[src/rtl/tlb_pkg.sv]
// Shared definitions for the TLB lookup/refill controller: block layout, FSM states, width helpers.
package tlb_pkg;

  localparam int BLK_W   = 64;
  localparam int PPN_LSB = 0;

  // IDLE accept | LOOKUP tag compare | WALK_REQ walk handshake | WALK_WAIT await walker | RESP hold response
  typedef enum logic [2:0] {
    S_IDLE,
    S_LOOKUP,
    S_WALK_REQ,
    S_WALK_WAIT,
    S_RESP
  } tlb_state_e;

  function automatic int idx_w(input int sets);
    return $clog2(sets);
  endfunction

  function automatic int tag_w(input int sets, input int vpn_w);
    return vpn_w - $clog2(sets);
  endfunction

  function automatic int tag_lsb(input int ppn_w);
    return ppn_w;
  endfunction

  function automatic int valid_bit(input int sets, input int vpn_w, input int ppn_w);
    return ppn_w + tag_w(sets, vpn_w);
  endfunction

endpackage

[src/rtl/tlb_victim_sel.sv]
// Victim way choice for a refill: lowest invalid way, else the set's round-robin pointer.
module tlb_victim_sel
  import tlb_pkg::*;
#(
  parameter  int WAYS  = 4,
  localparam int WAY_W = $clog2(WAYS)
) (
  input  logic [WAYS-1:0]  i_valid,
  input  logic [WAY_W-1:0] i_rr_ptr,
  output logic [WAY_W-1:0] o_victim,
  output logic [WAY_W-1:0] o_next_ptr
);

  // Descending scan so the lowest invalid way ends up selected; the pointer
  // only moves when a valid entry gets replaced.
  always_comb begin
    o_victim   = i_rr_ptr;
    o_next_ptr = i_rr_ptr + WAY_W'(1);
    for (int w = WAYS - 1; w >= 0; w--) begin
      if (!i_valid[w]) begin
        o_victim   = WAY_W'(w);
        o_next_ptr = i_rr_ptr;
      end
    end
  end

endmodule

[src/rtl/tlb_lookup_ctrl.sv]
// Set-associative TLB lookup and page-walk refill controller.
// Optional hit/miss counters are enabled by defining TLB_STATS_EN.
module tlb_lookup_ctrl
  import tlb_pkg::*;
#(
  parameter int SETS  = 16,
  parameter int WAYS  = 4,
  parameter int VPN_W = 20,
  parameter int PPN_W = 20
) (
  input  logic             clk,
  input  logic             rst,
  input  logic             req_valid,
  output logic             req_ready,
  input  logic [VPN_W-1:0] req_vpn,
  output logic             resp_valid,
  input  logic             resp_ready,
  output logic             resp_hit,
  output logic [PPN_W-1:0] resp_ppn,
  output logic             resp_fault,
  output logic             walk_req_valid,
  input  logic             walk_req_ready,
  output logic [VPN_W-1:0] walk_req_vpn,
  input  logic             walk_resp_valid,
  input  logic [PPN_W-1:0] walk_resp_ppn,
  input  logic             walk_resp_fault,
  input  logic             flush
`ifdef TLB_STATS_EN
  ,
  output logic [31:0]      hit_count,
  output logic [31:0]      miss_count
`endif
);

  localparam int IDX_W     = idx_w(SETS);
  localparam int TAG_W     = tag_w(SETS, VPN_W);
  localparam int WAY_W     = $clog2(WAYS);
  localparam int TAG_LSB   = tag_lsb(PPN_W);
  localparam int VALID_BIT = valid_bit(SETS, VPN_W, PPN_W);
  localparam int PAD_W     = BLK_W - VALID_BIT;

  tlb_state_e       r_state;
  logic [VPN_W-1:0] r_vpn;
  logic [BLK_W-1:0] r_blk [SETS][WAYS];
  logic [WAY_W-1:0] r_rr [SETS];
  logic             r_resp_hit;
  logic             r_resp_fault;
  logic [PPN_W-1:0] r_resp_ppn;
  logic             r_flush_seen;

  logic [IDX_W-1:0] w_idx;
  logic [TAG_W-1:0] w_tag;
  logic [WAYS-1:0]  w_way_valid;
  logic             w_hit;
  logic [PPN_W-1:0] w_hit_ppn;
  logic [WAY_W-1:0] w_victim;
  logic [WAY_W-1:0] w_next_rr;
  logic             w_resp_now;
  logic             w_walk_done;
  logic             w_install;
  logic             w_in_resp;

  assign w_idx = r_vpn[IDX_W-1:0];
  assign w_tag = r_vpn[VPN_W-1:IDX_W];

  // An entry is live only with its valid bit set and the padding clear.
  always_comb begin
    w_way_valid = '0;
    w_hit       = 1'b0;
    w_hit_ppn   = '0;
    for (int w = WAYS - 1; w >= 0; w--) begin
      w_way_valid[w] = (r_blk[w_idx][w][BLK_W-1:VALID_BIT] == PAD_W'(1));
      if (w_way_valid[w] && (r_blk[w_idx][w][TAG_LSB +: TAG_W] == w_tag)) begin
        w_hit     = 1'b1;
        w_hit_ppn = r_blk[w_idx][w][PPN_LSB +: PPN_W];
      end
    end
  end

  tlb_victim_sel #(.WAYS(WAYS)) u_victim_sel (
    .i_valid    (w_way_valid),
    .i_rr_ptr   (r_rr[w_idx]),
    .o_victim   (w_victim),
    .o_next_ptr (w_next_rr)
  );

  assign w_in_resp   = (r_state == S_RESP);
  assign w_resp_now  = (r_state == S_LOOKUP) && w_hit;
  assign w_walk_done = (r_state == S_WALK_WAIT) && walk_resp_valid;
  assign w_install   = w_walk_done && !walk_resp_fault && !flush && !r_flush_seen;

  // Responses are presented combinationally in LOOKUP/WALK_WAIT, but the
  // consumer handshake only completes in RESP, where the registered copy is held.
  assign req_ready      = (r_state == S_IDLE);
  assign resp_valid     = w_resp_now || w_walk_done || w_in_resp;
  assign resp_hit       = w_resp_now || (w_in_resp && r_resp_hit);
  assign resp_fault     = w_walk_done ? walk_resp_fault : (w_in_resp && r_resp_fault);
  assign resp_ppn       = w_resp_now  ? w_hit_ppn :
                          w_walk_done ? (walk_resp_fault ? '0 : walk_resp_ppn) :
                          w_in_resp   ? r_resp_ppn : '0;
  assign walk_req_valid = ((r_state == S_LOOKUP) && !w_hit) || (r_state == S_WALK_REQ);
  assign walk_req_vpn   = walk_req_valid ? r_vpn : '0;

  always_ff @(posedge clk) begin
    if (rst) begin
      r_state      <= S_IDLE;
      r_vpn        <= '0;
      r_resp_hit   <= 1'b0;
      r_resp_fault <= 1'b0;
      r_resp_ppn   <= '0;
      r_flush_seen <= 1'b0;
      for (int s = 0; s < SETS; s++) begin
        r_rr[s] <= '0;
        for (int w = 0; w < WAYS; w++) r_blk[s][w] <= '0;
      end
    end else begin
      if (flush) begin
        for (int s = 0; s < SETS; s++)
          for (int w = 0; w < WAYS; w++) r_blk[s][w][VALID_BIT] <= 1'b0;
      end
      if (w_install) begin
        r_blk[w_idx][w_victim] <= BLK_W'({1'b1, w_tag, walk_resp_ppn});
        r_rr[w_idx]            <= w_next_rr;
      end
      case (r_state)
        S_IDLE: begin
          if (req_valid) begin
            r_vpn   <= req_vpn;
            r_state <= S_LOOKUP;
          end
        end
        S_LOOKUP: begin
          if (w_hit) begin
            r_resp_hit   <= 1'b1;
            r_resp_fault <= 1'b0;
            r_resp_ppn   <= w_hit_ppn;
            r_state      <= S_RESP;
          end else begin
            r_state <= S_WALK_REQ;
          end
        end
        S_WALK_REQ: begin
          if (walk_req_ready) begin
            r_flush_seen <= 1'b0;
            r_state      <= S_WALK_WAIT;
          end
        end
        S_WALK_WAIT: begin
          if (flush) r_flush_seen <= 1'b1;
          if (walk_resp_valid) begin
            r_resp_hit   <= 1'b0;
            r_resp_fault <= walk_resp_fault;
            r_resp_ppn   <= walk_resp_fault ? '0 : walk_resp_ppn;
            r_state      <= S_RESP;
          end
        end
        S_RESP: begin
          if (resp_ready) begin
            r_resp_hit   <= 1'b0;
            r_resp_fault <= 1'b0;
            r_resp_ppn   <= '0;
            r_state      <= S_IDLE;
          end
        end
        default: r_state <= S_IDLE;
      endcase
    end
  end

`ifdef TLB_STATS_EN
  logic [31:0] r_hit_cnt;
  logic [31:0] r_miss_cnt;

  always_ff @(posedge clk) begin
    if (rst) begin
      r_hit_cnt  <= '0;
      r_miss_cnt <= '0;
    end else if (r_state == S_LOOKUP) begin
      if (w_hit) r_hit_cnt  <= r_hit_cnt + 32'd1;
      else       r_miss_cnt <= r_miss_cnt + 32'd1;
    end
  end

  assign hit_count  = r_hit_cnt;
  assign miss_count = r_miss_cnt;
`endif

endmodule

[config.mk]
export PLATFORM = sky130hd
export DESIGN_NAME = tlb_lookup_ctrl
export DESIGN_NICKNAME = d
export VERILOG_FILES = /design/src/rtl/tlb_pkg.sv /design/src/rtl/tlb_victim_sel.sv /design/src/rtl/tlb_lookup_ctrl.sv
export SDC_FILE = /design/constraint.sdc
export NUM_CORES = 2
export LEC_CHECK = 0
export CAP_MARGIN = 20
export CORE_ASPECT_RATIO = 0.7
export CORE_MARGIN = 2
export CORE_UTILIZATION = 40
export CTS_CLUSTER_SIZE = 28
export DETAILED_ROUTE_END_ITERATION = 16
export SLEW_MARGIN = 20
export SYNTH_ARGS = -nofsm -noshare
export SYNTH_HDL_FRONTEND = slang
export SYNTH_HIERARCHICAL = 1
export SYNTH_MEMORY_MAX_BITS = 65536
export SYNTH_SLANG_ARGS = --single-unit
[constraint.sdc]
create_clock -name clk -period 8.6 [get_ports clk]
set_input_delay 1.29 -clock clk [delete_from_list [all_inputs] [get_ports clk]]
set_output_delay 1.29 -clock clk [all_outputs]
set_load 0.01 [all_outputs]
=== Word level (Yosys, flattened, before mapping) ===
Memory sizes are Yosys's and may differ from the RTL's. A register that Yosys moved wholly into a read port is not among the register bits.
Cells that the tools add are included.

* Add/subtract/negate cells: 1
* $lt $le $gt $ge: 2
* Eq/ne operators: 18
* Multiplexer cells: 127
* Bitwise operators: 65
* Reductions and logical operators: 30

{| class="wikitable"
|+ Operator list
! operator !! count
|-
| 2-to-1 mux 148 bit || 2
|-
| 2-to-1 mux 256 bit || 1
|-
| 2-to-1 mux 20 bit || 12
|-
| OR reduction 148 bit || 1
|-
| demux 64 bit (select 2 bit) || 1
|-
| equality test 28 x 1 -> 1 bit, second input constant || 4
|-
| 2-to-1 mux 1 bit || 85
|-
| equality test 16 bit || 4
|-
| 2-to-1 mux 64 bit || 1
|-
| OR 1 bit || 64
|-
| case mux 20 bit (3 select lines) || 1
|-
| 2-to-1 mux 4 bit || 6
|-
| 2-to-1 mux 2 bit || 9
|-
| 2-to-1 mux 3 bit || 5
|-
| case mux 3 bit (5 select lines) || 1
|-
| logical AND 1 bit || 13
|-
| inequality test 2 bit, second input constant || 6
|-
| AND reduction 4 bit || 2
|-
| equality test 3 x 2 -> 1 bit, second input constant || 2
|-
| case mux 1 bit (3 select lines) || 2
|-
| logical NOT 1 bit || 4
|-
| logical OR 1 bit || 4
|-
| equality test 3 x 1 -> 1 bit, second input constant || 1
|-
| equality test 3 bit, second input constant || 1
|-
| 11 further kinds || 11
|}

* Bits in registers: 46
* Bits in writable memories: 2400
* Bits of input ports: 48
* Output and inout port bits: 45
* Logic and storage cells: 251
* Memories: 2

{| class="wikitable"
|+ Memories
! name !! depth !! bits a word !! rd ports !! clocked after Yosys merged registers in !! write ports !! line !! RTL
|-
| r_blk || 16 || 148 || 1 || 1 || 16 || tlb_lookup_ctrl.sv:44 || <nowiki>logic [BLK_W-1:0] r_blk [SETS][WAYS];</nowiki>
|-
| r_rr || 16 || 2 || 1 || 1 || 16 || tlb_lookup_ctrl.sv:45 || <nowiki>logic [WAY_W-1:0] r_rr [SETS];</nowiki>
|}

=== Logic depth before layout (Yosys ltp) ===
* Depth in word-level cells: 13
* Mapped depth: 24
* Mapped depth without buffers: 10

=== Modules after synthesis ===
Netlist, hierarchy kept.

{| class="wikitable"
|+ Modules (own cells, without submodules)
! module !! instances !! cells an instance !! area each (um^2) !! seq. area each (um^2)
|-
| tlb_lookup_ctrl || 1 || 7660 || 113413.8 || 72429.5
|-
| tlb_victim_sel || 1 || 13 || 77.6 || 0.0
|}

=== Worst setup path after synthesis ===
Ideal clock, no wire load.

* Path type: register -> register
* Start point: reg (tool-made name)
* End point: mem r_blk[15][111] in the netlist's numbering, enable pin
* Library setup time: 0.377 ns
* Arrival: 5.348 ns
* Required time: 8.223 ns
* Slack: 2.875 ns
* Cell stages (with the launch flop): 25
* Path buffers: 15
* Clock period less this slack: 5.725 ns
* Path through: dfxtp_1 -> buf_6 -> buf_8 -> buf_8 -> buf_6 -> buf_12 -> buf_6 -> buf_2 -> buf_2 -> buf_2 -> buf_2 -> buf_2 -> buf_2 -> mux4_2 -> mux4_2 -> inv_1 -> ha_1 -> nand2b_1 -> a21boi_0 -> or3_1 -> clkbuf_1 -> clkbuf_1 -> nor2_1 -> clkbuf_1 -> or2_2

{| class="wikitable"
|+ RTL lines
! element !! line
|-
| to (decl) || tlb_lookup_ctrl.sv:44
|}

==> impl_summary.log <==
[metrics] largest fanout on the critical path: 48
[metrics] post-synthesis register bit count: 2,450
[metrics] number of antenna violations at the first check in global routing: 46
[metrics] worst-skew pair later-pin latency: 0.95 ns
[metrics] total power divided by cell area: 214 mW/mm²
[metrics] aggregate negative setup slack: 0 ns
[metrics] average cell area after synthesis: 14.8 µm²
[metrics] buffer depth of the longest clock path: 4
[metrics] overall global routing resource usage: 27.2%
[metrics] async set-reset flop share out of synthesis: 0%
[metrics] wire length of the first global-routing pass: 552,000 µm
[metrics] leakage power summed over all cells: 43.8 nW
[metrics] violation count after the first detailed-routing iteration: 11,899
[metrics] number of detailed-route iterations in the first pass: 6
[metrics] proportion of netlist area held by the largest area contributor: 61.8%
[metrics] Worst Setup End Kind: output pin
[metrics] Arr. time, crit path: 7.04 ns
[metrics] part of the power in combinational logic: 10.1%
[metrics] Min-Delay Path Class: flip-flop to flip-flop
[metrics] via count: 71,125
[metrics] CTS buffer count: 238
[metrics] length in cells of the worst reg-to-reg path: 14
[metrics] remaining routing DRC violations: 0
[metrics] endpoints failing setup: 0
[metrics] predominant post-synthesis flop cell: sky130_fd_sc_hd__edfxtp_1
[metrics] hold path start: r_blk[2][73]$_DFF_P_
[metrics] fin crit period: 8.33 ns
[metrics] sequential group share of total power: 50.5%
[metrics] achievable frequency: 0.120 GHz
[metrics] Switching Share: 25.1%
[metrics] register clock-pin slew on the reported worst setup and hold paths: 0.06 ns
[metrics] leading post-synthesis cells by cell area: sky130_fd_sc_hd__edfxtp_1 (62%), sky130_fd_sc_hd__mux4_2 (12%), sky130_fd_sc_hd__and2_1 (10%)
[metrics] P_int: 20.2 mW
[metrics] type of element launching the critical path: flip-flop
[metrics] number of primary I/O pins: 93
[metrics] RD Place Congestion: 0.944
[metrics] TritonCTS sink count: 2,450
[metrics] max-slew violation total from the final report: 0
[metrics] clock tree from TritonCTS: yes
[metrics] sequential element share of the synthesized area: 63.8%
[metrics] # rows: 163
[metrics] register-to-register path setup slack: 1.59 ns
[metrics] Worst Tran Pin Value: 1.19 ns
[metrics] WHS Path Cells: 1
[metrics] H-Tree Depth: 4
[metrics] core region area: 0.282 mm²
[metrics] Total Wirelength: 398,000 µm
[metrics] ANT nets after route: 0
[metrics] layout cells sized above 1: 20.1%
[metrics] largest net degree at the start of global routing: 150
[metrics] EDFF count, synth: 2,336
[metrics] P_sw: 6.76 mW
[metrics] Final Hold Fails: 0
[metrics] RSZ-0062 raised after global routing: false
[metrics] initial cell density of the core: 40.2%
[metrics] root buffer cell: sky130_fd_sc_hd__clkbuf_16
[metrics] worst-case vdd ir drop: 0.163 mV
[metrics] nets in the synthesized netlist: 7,722
[metrics] aggregate global routing overflow: 0
[metrics] Vias per Instance: 6.21
[metrics] DP HPWL: 237,000 µm
[metrics] Post-Syn Instances: 7,673
[metrics] die span in y: 450 µm
[metrics] Final Skew: 0.0685 ns
[metrics] critical path start-end classification: flip-flop to output pin
[metrics] Die Width: 641 µm
[metrics] CTS hold repair buffers: 0
[metrics] period utilisation layout: 96.9%
[metrics] mapped cell area: 0.113 mm²
[metrics] overall die area: 0.288 mm²
[metrics] relative contribution of the clock network to total power: 39.4%
[metrics] most instantiated library cell after synthesis: sky130_fd_sc_hd__edfxtp_1
[metrics] distinct cell type count of the synthesized netlist: 96
[metrics] vias in the first global route: 69,278
[metrics] average wire length per cell after detail routing: 34.7 µm
[metrics] total power: 26.9 mW
[metrics] synth-to-layout area growth: 11.0%
[metrics] count of warnings emitted by yosys: 6
[metrics] MaxCap Viol Count: 0
[metrics] terminating pin of the worst hold path: r_blk[2][73]$_DFF_P_
[metrics] Port Buffer Count: 92
[metrics] library cell with the largest summed area after synthesis: sky130_fd_sc_hd__edfxtp_1
[metrics] required time reported for the critical path endpoint: 7.31 ns
[metrics] leading cell types by count after synthesis: sky130_fd_sc_hd__edfxtp_1 (2,336), sky130_fd_sc_hd__and2_1 (1,855), sky130_fd_sc_hd__clkbuf_1 (685)
[metrics] relative slew slack: 20.7%
[metrics] Crit Reg-Reg Endpoint: r_blk[15][86]$_DFFE_PP_
[metrics] outcome: complete, no violations
[metrics] nets@finish: 7,509
## timing repair
| item | 4_1_cts | 5_1_grt |
|---|---|---|
| pin swaps | 0 | 2 |
| setup endpoints to repair | 2 | 20 |
| gates resized for setup | 2 | 1 |
| buffers inserted | 0 | 8 |
## power by group through the flow
stage | logic [mW] | registers, mW | clock network [mW]
2_1_floorplan | 1.54 | 13.7 | 0
3_3_place_gp | 2.63 | 13.8 | 0
3_5_place_dp | 2.64 | 13.8 | 0
4_1_cts | 2.65 | 13.6 | 10.7
5_1_grt | 2.77 | 13.6 | 11.1
6_report | 2.72 | 13.6 | 10.6
## logic make-up (layout without fill, tap and decap cells)
kind of cell / after synthesis / in the layout / share of synthesized area [%]
flip-flops: 2450 / 2450 / 63.8
buffers and inverters: 892 / 871 / 3.38
AND/OR/NAND/NOR: 3049 / 3049 / 15.9
XOR/XNOR: 45 / 45 / 0.347
multiplexers: 835 / 835 / 14.0
AO/OA/AOI/OAI: 401 / 401 / 2.58
other: 0 / 15 / 0
adder cells (fa/ha/maj): 1 / 1 / 0.0110
## state kept, by name, indices dropped and copies added, names as in the netlist, named ones only
register	cells
r_blk	2368
r_resp_fault	1
r_state	3
r_resp_ppn	20
r_rr	32
r_vpn	20
r_flush_seen	1
r_resp_hit	1
## per-layer routing
layer	global-route usage (%)	wire length, µm	vias to the layer above
met5	0	69	-
met4	9.69	15700	10
met3	8.28	53400	744
met2	38.5	168000	4895
met1	39.6	161000	37158
li1	-	-	28318
## worst max-delay path, cell delays in order, from the launching register on
cell and delay [ns]:
sky130_fd_sc_hd__dfxtp_4 0.93, sky130_fd_sc_hd__buf_12 0.35, sky130_fd_sc_hd__mux4_2 0.59, sky130_fd_sc_hd__and4_1 0.23, sky130_fd_sc_hd__nor4_1 0.72, sky130_fd_sc_hd__nand3_1 0.31, sky130_fd_sc_hd__and4b_1 0.29, sky130_fd_sc_hd__and3_1 0.35
sky130_fd_sc_hd__a22oi_2 0.57, sky130_fd_sc_hd__nand4_1 0.24, sky130_fd_sc_hd__a21oi_2 0.16, sky130_fd_sc_hd__buf_4 0.36, sky130_fd_sc_hd__and2_1 0.20, sky130_fd_sc_hd__clkdlybuf4s50_1 0.58
## cell type report
class	instances	area, µm²
Fill cell	24606	156000
Sequential cell	2450	72500
Multi-Input combinational cell	4331	37600
Clock buffer	309	6460
Tap cell	3795	4750
Timing Repair Buffer	419	3420
Clock inverter	123	1140
Inverter	20	86.3
Antenna cell	15	37.5
## worst max path at each step
| stage | start | to | slack [ns] |
|---|---|---|---|
| final | flip-flop | walk_req_vpn[16] | 0.27 |
| after global routing | flip-flop | walk_req_vpn[16] | 0.12 |
| after CTS | flip-flop | resp_ppn[13] | 0.01 |
| after detailed placement | flip-flop | resp_ppn[13] | 1.00 |
| after global placement | flip-flop | resp_ppn[15] | 0.95 |
| after floorplan | flip-flop | r_blk[15][111]$_DFFE_PP_ | 2.88 |
## cells in the final DEF (no fill, tap or decap), drive strengths merged, types with 109 or more instances in the layout
| cell type | instances |
|---|---|
| and2 | 1855 |
| buf | 348 |
| clkbuf | 309 |
| dfxtp | 114 |
| edfxtp | 2336 |
| mux2i | 192 |
| mux4 | 595 |
| nand2 | 181 |
| nor2 | 109 |
| nor3 | 319 |
| nor4 | 262 |
## stage by stage
| stage | cells | utilization (%) | setup slack (ns) | hold WS (ns) | instance area [µm²] |
|---|---|---|---|---|---|
| after detailed placement | 11006 | 41.9 | 1.00 | 0.434 | 118000 |
| after CTS | 11438 | 44.6 | 0.0102 | 0.448 | 126000 |
| final | 11462 | 44.7 | 0.269 | 0.451 | 126000 |
| after floorplan | 7673 | - | 2.88 | 0.421 | 113000 |
| after global routing | 11448 | 44.6 | 0.119 | 0.460 | 126000 |
| after global placement | 11006 | 41.9 | 0.949 | 0.427 | 118000 |
Power figures use the tool's default switching activity.
